File: src/rtl/count_frame_packetizer_if.sv
// Sample stream bundle: AXI-Stream handshake plus the upstream count/final-count sideband.
interface count_frame_packetizer_if #(
    parameter int DATA_WIDTH = 32
);
    logic                  tvalid;
    logic                  tready;
    logic [DATA_WIDTH-1:0] tdata;
    logic                  tlast;
    logic [15:0]           count;
    logic                  final_cnt;

    modport master (output tvalid, tdata, tlast, count, final_cnt, input tready);
    modport slave  (input tvalid, tdata, tlast, count, final_cnt, output tready);
endinterface

File: src/rtl/count_frame_packetizer.sv
// Frames each upstream count cycle into an AXI-Stream packet (optional header + samples),
// with a 2-entry registered output buffer and a sticky count-continuity flag.
module count_frame_packetizer #(
    parameter int DATA_WIDTH = 32,
    parameter bit HDR_EN     = 1'b1
) (
    input  logic                      clk,
    input  logic                      sync_reset_n,
    input  logic [15:0]               cnt_limit,
    count_frame_packetizer_if.slave   s_axis,
    count_frame_packetizer_if.master  m_axis,
    output logic [15:0]               seq_num,
    output logic                      cnt_err
);
    localparam logic [0:0] S_HDR   = 1'b0;
    localparam logic [0:0] S_DATA  = 1'b1;
    localparam logic [0:0] S_FRAME = HDR_EN ? S_HDR : S_DATA;

    logic [0:0]            state_q, state_d;
    logic [1:0]            vld_q, vld_d;
    logic [DATA_WIDTH-1:0] dat_q [2];
    logic [DATA_WIDTH-1:0] dat_d [2];
    logic [1:0]            lst_q, lst_d;
    logic [15:0]           seq_q, seq_d, exp_q, exp_d;
    logic                  err_q, err_d;

    logic                  rd, accept, hdr_wr, wr, wr_last, wr_idx;
    logic [DATA_WIDTH-1:0] wr_data;

    // Ready depends only on registered state/occupancy so no path from m_axis.tready.
    assign s_axis.tready = sync_reset_n & (state_q == S_DATA) & ~vld_q[1];

    assign rd      = vld_q[0] & m_axis.tready;
    assign accept  = s_axis.tvalid & s_axis.tready;
    assign hdr_wr  = HDR_EN && (state_q == S_HDR) && s_axis.tvalid && !vld_q[1];
    assign wr      = accept | hdr_wr;
    assign wr_data = hdr_wr ? DATA_WIDTH'({seq_q, cnt_limit}) : s_axis.tdata;
    assign wr_last = hdr_wr ? 1'b0 : s_axis.final_cnt;

    always_comb begin
        vld_d    = vld_q;
        dat_d[0] = dat_q[0];
        dat_d[1] = dat_q[1];
        lst_d    = lst_q;
        if (rd) begin
            vld_d    = {1'b0, vld_q[1]};
            dat_d[0] = dat_q[1];
            lst_d[0] = lst_q[1];
        end
        // After the read shift, the first free slot is slot 1 iff slot 0 is still occupied.
        wr_idx = vld_d[0];
        if (wr) begin
            vld_d[wr_idx] = 1'b1;
            dat_d[wr_idx] = wr_data;
            lst_d[wr_idx] = wr_last;
        end
    end

    always_comb begin
        state_d = state_q;
        seq_d   = seq_q;
        exp_d   = exp_q;
        err_d   = err_q;
        if (hdr_wr)
            state_d = S_DATA;
        if (accept) begin
            if (s_axis.count != exp_q)
                err_d = 1'b1;
            exp_d = s_axis.count + 16'd1;
            if (s_axis.final_cnt) begin
                seq_d   = seq_q + 16'd1;
                exp_d   = 16'd0;
                state_d = S_FRAME;
            end
        end
    end

    always_ff @(posedge clk) begin
        if (!sync_reset_n) begin
            state_q  <= S_FRAME;
            vld_q    <= 2'b00;
            dat_q[0] <= '0;
            dat_q[1] <= '0;
            lst_q    <= 2'b00;
            seq_q    <= 16'd0;
            exp_q    <= 16'd0;
            err_q    <= 1'b0;
        end else begin
            state_q  <= state_d;
            vld_q    <= vld_d;
            dat_q[0] <= dat_d[0];
            dat_q[1] <= dat_d[1];
            lst_q    <= lst_d;
            seq_q    <= seq_d;
            exp_q    <= exp_d;
            err_q    <= err_d;
        end
    end

    assign m_axis.tvalid    = vld_q[0];
    assign m_axis.tdata     = dat_q[0];
    assign m_axis.tlast     = lst_q[0];
    assign m_axis.count     = 16'd0;
    assign m_axis.final_cnt = 1'b0;
    assign seq_num          = seq_q;
    assign cnt_err          = err_q;
endmodule
File: src/flat_wrapper.sv
// flat-port wrapper written by rule: the top's interface ports become plain ports
module count_frame_packetizer_flat 
#(
    parameter int DATA_WIDTH = 32,
    parameter bit HDR_EN     = 1'b1
)
  (clk, sync_reset_n, cnt_limit, seq_num, cnt_err, s_axis_tvalid, s_axis_tdata, s_axis_tlast, s_axis_count, s_axis_final_cnt, s_axis_tready, m_axis_tvalid, m_axis_tdata, m_axis_tlast, m_axis_count, m_axis_final_cnt, m_axis_tready);
  count_frame_packetizer_if #(.DATA_WIDTH(DATA_WIDTH)) s_axis_i ();
  count_frame_packetizer_if #(.DATA_WIDTH(DATA_WIDTH)) m_axis_i ();
  input  logic clk;
  input  logic sync_reset_n;
  input  logic [15:0] cnt_limit;
  output logic [15:0] seq_num;
  output logic cnt_err;
  input wire logic [$bits(s_axis_i.tvalid)-1:0] s_axis_tvalid;
  input wire logic [$bits(s_axis_i.tdata)-1:0] s_axis_tdata;
  input wire logic [$bits(s_axis_i.tlast)-1:0] s_axis_tlast;
  input wire logic [$bits(s_axis_i.count)-1:0] s_axis_count;
  input wire logic [$bits(s_axis_i.final_cnt)-1:0] s_axis_final_cnt;
  output wire logic [$bits(s_axis_i.tready)-1:0] s_axis_tready;
  output wire logic [$bits(m_axis_i.tvalid)-1:0] m_axis_tvalid;
  output wire logic [$bits(m_axis_i.tdata)-1:0] m_axis_tdata;
  output wire logic [$bits(m_axis_i.tlast)-1:0] m_axis_tlast;
  output wire logic [$bits(m_axis_i.count)-1:0] m_axis_count;
  output wire logic [$bits(m_axis_i.final_cnt)-1:0] m_axis_final_cnt;
  input wire logic [$bits(m_axis_i.tready)-1:0] m_axis_tready;
  assign s_axis_i.tvalid = s_axis_tvalid;
  assign s_axis_i.tdata = s_axis_tdata;
  assign s_axis_i.tlast = s_axis_tlast;
  assign s_axis_i.count = s_axis_count;
  assign s_axis_i.final_cnt = s_axis_final_cnt;
  assign s_axis_tready = s_axis_i.tready;
  assign m_axis_tvalid = m_axis_i.tvalid;
  assign m_axis_tdata = m_axis_i.tdata;
  assign m_axis_tlast = m_axis_i.tlast;
  assign m_axis_count = m_axis_i.count;
  assign m_axis_final_cnt = m_axis_i.final_cnt;
  assign m_axis_i.tready = m_axis_tready;
  count_frame_packetizer #(.DATA_WIDTH(DATA_WIDTH), .HDR_EN(HDR_EN)) u_core (.clk(clk), .sync_reset_n(sync_reset_n), .cnt_limit(cnt_limit), .s_axis(s_axis_i), .m_axis(m_axis_i), .seq_num(seq_num), .cnt_err(cnt_err));
endmodule
File: config.mk
export PLATFORM = sky130hd
export DESIGN_NAME = count_frame_packetizer_flat
export DESIGN_NICKNAME = d
export VERILOG_FILES = /design/src/rtl/count_frame_packetizer_if.sv /design/src/rtl/count_frame_packetizer.sv /design/src/flat_wrapper.sv
export SDC_FILE = /design/constraint.sdc
export NUM_CORES = 1
export LEC_CHECK = 0
export CORE_MARGIN = 2
export CORE_UTILIZATION = 28
export DETAILED_ROUTE_END_ITERATION = 6
export PLACE_DENSITY = 0.52
export SYNTH_ARGS = -nofsm -noshare
export SYNTH_HDL_FRONTEND = slang
export SYNTH_SLANG_ARGS = --single-unit
File: constraint.sdc
create_clock -name clk -period 1.9 [get_ports clk]
set_input_delay 0.57 -clock clk [delete_from_list [all_inputs] [get_ports clk]]
set_output_delay 0.57 -clock clk [all_outputs]
set_load 0.005 [all_outputs]
==> run metrics <==
Fill cells=1773; gr usage total=15.5%; Clk Tree Root Cell=clkbuf_16; CTS tree=done; clock buffer depth=2; clock share of power=37.0%; slowest cell delay on critical path=490 ps; Vias=4722; Power Dens Cells=735 mW/mm²; fin. max-slew vios=0; Initial Util=28.7%; master of the slowest instance on the critical path=clkdlybuf4s50_1; fmax=540 MHz; RSZ-0062 raised after global routing=true; most frequent cells in the layout=113 x clkdlybuf4s50_1, 89 x dfxtp_1, 83 x a211oi_1; GR Overflow Total=0; Leakage=2.94 nW; Skew-Pair Late Insertion Delay=360 ps; post-layout minimum cycle time=1850 ps; Ports=139; Reg power frac=42.6%; largest family of logic cells by synthesized area=compound AO/OA/AOI/OAI gates; Finished Layout Cells=954; RD Place Congestion=0.810; CP Max Fanout=4; CTS sink count=102; Setup crit end kind=output port; synthesized flop and latch total=102; XOR/XNOR share of the synthesized area=5.91%; Routed WL per cell=16.5 µm; sequential share of the synthesized area=39.3%; Synth area leaders=dfxtp_1 39%, a211oi_1 14%, buf_4 7.1%, mux2i_1 6.6%, and3_1 4.5%; WHS=473 ps; Worst VDD drop=0.456 mV; vias in the first global route=4677; Synth Warn #=0; Post-synth EDFFs=0; largest net degree at the start of global routing=55; clk_skew=11.2 ps; leading area contributor after synthesis=dfxtp_1; iteration count of the initial detailed-routing pass=7; final hold violations=0; Int Pwr=4.05 mW; Cells after Synth=580; mux cell area share after synthesis=6.56%; DP Wirelength=10700 µm; clock slew seen by the registers of the worst setup and hold paths=70 ps; fraction of layout cells with a size suffix above 1=19.2%; count of cell types in the netlist=42; # DRC=14; TritonCTS buffer count=9; Final setup viols=0; Critical Path AT=1280 ps; Site Rows=49; Syn-to-layout area delta=43.4%; simple-gate share of the synthesized area=16.8%; Final nets=792; # port buffers=120; synthesized area=0.00519 mm²; status=complete, but fails checks; Core Area=0.0181 mm²; WL final=15700 µm; prevailing post-synth register cell=dfxtp_1; Die ar.=0.0196 mm²; hold buffers post-CTS=0; DRT antenna net count=0; compound-gate portion of the synthesized area=19.5%; period utilization=97.4%; Antenna diodes=0; CP cell instances=buf_6 > clkdlybuf4s50_1; mean post-synth cell area=8.95 µm²; H-tree levels=3; Die Height=140 µm; Die X=140 µm; Hold Path Class=flip-flop to flip-flop; DR iter-0 viols=237; initial antenna violation count=0; critical path required time=1330 ps; Yosys top cell area share=39.3%; failing checks=design-rule violations; crit path launch type=flip-flop; commonest non-fill, non-tap cell in the layout=clkdlybuf4s50_1; Vias/cell=4.95; placed cells=925; adder-cell share of the synthesized area=0.482%; max-cap viol count=0; combinational group share of total power=20.4%; Sw Pwr=1.41 mW; critical path class=flip-flop to output port; Post-synth ARST share=0%; sw frac=25.8%; first-pass GRT wire length=24400 µm
[power groups by stage]
stage                     sequential (mW)  clock (mW)  combinational (mW)
after floorplan                      2.36           0               0.609
after global placement               2.38           0                1.00
after detailed placement             2.38           0                1.02
after CTS                            2.33        2.09                1.04
after global routing                 2.34        2.18                1.21
final                                2.33        2.02                1.11
[critical path: cells and delay by family (launching register included)]
kind / cells / cell delay (ps)
buffers and inverters: 2 / 600
flip-flops: 1 / 330
[sequential cells by signal (all words and copies together), names as in the netlist]
signal	cells
u_core.dat_q	64
u_core.exp_q	16
u_core.seq_num	16
u_core.lst_q	2
u_core.vld_q	2
u_core.cnt_err	1
u_core.state_q	1
[worst paths after layout]
kind	slack [ps]	startpoint	cells after the start	end
worst max-delay path	50	u_core.seq_num[5]	2	seq_num[5]
worst min-delay path	470	u_core.exp_q[5]	2	u_core.exp_q[5]
worst max register to register	90	u_core.vld_q[1]	8	u_core.dat_q[0][52]
worst min register to register	470	u_core.exp_q[5]	2	u_core.exp_q[5]
[cell families (layout without fill, tap and decap cells)]
logic type,Yosys count,count (layout)
adder cells (fa/ha/maj),2,2
other,1,17
flip-flops,102,102
buffers and inverters,100,229
AND/OR/NAND/NOR,168,168
XOR/XNOR,35,35
multiplexers,34,34
AO/OA/AOI/OAI,138,138
[through the flow]
| stage | instance area, µm² | setup slack (ps) | setup TNS, ps | util (%) | total power [mW] |
|---|---|---|---|---|---|
| 3_3_place_gp | 6780 | -745 | -50530 | 37.5 | 3.38 |
| 2_1_floorplan | 5270 | -3.16 | -3.16 | - | 2.97 |
| 5_1_grt | 7440 | -18.4 | -24.8 | 41.1 | 5.74 |
| 6_report | 7440 | 49.1 | 0 | 41.1 | 5.47 |
| 3_5_place_dp | 6780 | -834 | -55800 | 37.5 | 3.40 |
| 4_1_cts | 7160 | 0.645 | 0 | 39.6 | 5.46 |
[per-layer routing]
metal	wire (µm)	global-route usage, %
met1	7480	20.6
met5	0	0
met4	350	6.06
met3	752	3.32
met2	7170	24.4
[repair_timing]
| action | CTS | global route |
|---|---|---|
| endpoints found under the setup margin | 81 | 77 |
| pin swaps | 1 | 6 |
| cloned | 1 | 6 |
| setup buffers | 2 | 4 |
| gates resized for setup | 18 | 37 |
[area by class of cell]
type	instances	area [µm²]	share of cell area, %
multi-input cells	394	2730	36.7
flip-flops and latches	102	2060	27.7
repair buffers	206	2020	27.1
well taps	229	287	3.85
clock buffers	12	246	3.31
clock inverters	4	70.1	0.941
inverters	7	26.3	0.353
[cell usage after synthesis, types with 9 or more instances]
cell type  count
a211oi_1      96
a21oi_1       16
a22o_1         9
and3_1        37
buf_2         15
buf_4         49
clkbuf_1      28
dfxtp_1      102
mux2i_1       34
nand2_1       18
nand3_1       17
nand4_1       12
nor2_1        48
nor3_1         9
xnor2_1       26
xor2_1         9
(Power assumes the default switching activity.)
==> RTL edit, RTL diff (config.mk and constraints unchanged) <==
Register the output `cnt_err` once more, cleared by the reset; this adds one clock of latency there. The other outputs are not delayed to match.
--- a/src/rtl/count_frame_packetizer.sv
+++ b/src/rtl/count_frame_packetizer.sv
@@ -103,5 +103,11 @@
     assign m_axis.count     = 16'd0;
     assign m_axis.final_cnt = 1'b0;
     assign seq_num          = seq_q;
-    assign cnt_err          = err_q;
+    always_ff @(posedge clk) begin
+        if (!sync_reset_n) begin
+            cnt_err <= '0;
+        end else begin
+            cnt_err <= err_q;
+        end
+    end
 endmodule
Check against the original RTL: not equivalent (a bounded check fails within 4 cycles, from zero or initial values and one cycle with sync_reset_n low).
==> RTL edit against the original RTL <==
  * The flow still finishes with violations (design-rule violations)
  * Wire length shrank 4.5%
  * Critical path depth grew 4
  * Worst setup slack lost 28 ps
  * Fmax shrank 1.5%
  * Cell area shrank 3.4%
  * Synthesized area shrank 0.12%
  * Sequential share of layout area grew 1.2 points
  * Highest routed layer unchanged
  * Register-to-register slack gained 40 ps
  * Sequential cell count grew 1
  * Core utilization shrank 1.4 points
  * Worst hold slack lost 2.4 ps
  * Total power grew 0.19%
  * Cell count shrank 2.7%
  * Non-clock buffer count shrank 20
==> RTL edit: results (changes against the original RTL) <==
[status]
status = finished with violations
violations = design-rule violations

[detailed_routing]
wirelength_um = 15000  ; -4.5%
drtIter0Drc = 188  ; -21%
vias = 4573  ; -3.2%
drc = 14  ; unchanged

[clock_network]
htree_levels = 3  ; unchanged
insertion_delay_ps = 350

[grt]
grt_pass1_vias = 4364  ; -6.7%
grt_max_degree = 55  ; unchanged
grt_pass1_wl_um = 23700  ; -2.7%

[setup_path]
arrival_ps = 2120  ; +840 ps
crit_path_max_fanout = 2  ; -2

[place]
placed_area_um2 = 6680  ; -1.4%
dpl.hpwl_um = 10300  ; -3.5%

[yosys]
ys_types = 41  ; -2.4%
synth_area_leaders = dfxtp_1, a211oi_1, buf_4
synth_seq_area_share_pct = 39.8  ; +0.43 points

[power]
p_leak_uw = 0.00301  ; +2.1%
vdd_drop_max_mv = 0.449  ; -1.5%

[finish]
nets = 767  ; -3.2%
largest_register_ffs = 64  ; unchanged
fillers = 1763  ; -0.56%
layout-drive-gt1-share_pct = 15.7  ; -3.4 points

[timing]
finClkSkew_ps = 7.73  ; -3.46 ps

RTL edit: cell count changes after synthesis, moves of 4 or more:
cell,change
nand4_1,-5
nor4_1,+4
xnor2_1,-18
xor2_1,+17
RTL edit: final timing paths:
check,cells past startpoint,startpoint,to,slack (ps)
setup / recovery,6,s_axis_count[8],u_core.err_q$_SDFFE_PN0P_,20
hold reg to reg,2,u_core.exp_q[1]$_SDFFE_PN0P_,u_core.exp_q[1]$_SDFFE_PN0P_,470
setup reg to reg,8,u_core.vld_q[1]$_SDFF_PN0_,u_core.dat_q[0][17]$_SDFF_PN0_,130
hold / removal,2,u_core.exp_q[1]$_SDFFE_PN0P_,u_core.exp_q[1]$_SDFFE_PN0P_,470
RTL edit: kinds of logic after synthesis:
group / after synthesis / synth area share, %
and+or+nand+nor: 161 / 16.1
AOI/OAI and AO/OA: 137 / 19.4
DFF: 103 / 39.8
buffers and inverters: 100 / 11.3
muxes: 37 / 7.14
xor gates and xnor gates: 34 / 5.74
adders and majority gates: 2 / 0.483
other: 1 / 0.0723
RTL edit: metal layers:
| layer | wire [um] | track usage [%] | part of all wire, % | up-vias |
|---|---|---|---|---|
| li1 | - | - | - | 2270 |
| met3 | 985 | 4.65 | 6.6 | 14 |
| met2 | 7150 | 24.6 | 48 | 125 |
| met4 | 167 | 3.67 | 1.1 | 0 |
| met5 | 0 | 0 | 0 | - |
| met1 | 6730 | 19.6 | 45 | 2164 |
RTL edit: metrics by stage:
stage,hold slack (ps),instances,setup TNS [ps],setup slack (ps)
2_1_floorplan,430,591,0,57.1
4_1_cts,472,924,0,3.71
3_5_place_dp,461,907,-48230,-650
3_3_place_gp,454,907,-45040,-591
6_report,471,928,0,21.3
5_1_grt,488,928,0,1.79
RTL edit: report_power, final:
part / internal (uW) / switching (uW)
Combinational: 587 / 496
Sequential: 2290 / 73.3
Clock: 1190 / 841
Total: 4070 / 1410
RTL edit: cell type report:
class / instances / area, um2 / area share, %
Clock buffer: 11 / 243 / 3.38
Clock inverter: 4 / 77.6 / 1.08
Inverter: 7 / 26.3 / 0.365
Multi-Input combinational cell: 388 / 2660 / 37.0
Sequential cell: 103 / 2080 / 28.9
Tap cell: 229 / 287 / 3.98
Timing Repair Buffer: 186 / 1830 / 25.4
RTL edit: what timing repair did:
item | in CTS | in global routing
gates resized for setup | 29 | 19
pin swaps | 1 | 2
setup buffers | 1 | 3
cloned | 1 | 1
setup endpoints to repair | 86 | 42
RTL edit: worst max-delay path, stage by stage:
cell and delay, ps:
clkdlybuf4s50_1 430, buf_4 150, xor2_1 140, nor4_1 410
nand4_1 200, a21o_1 210
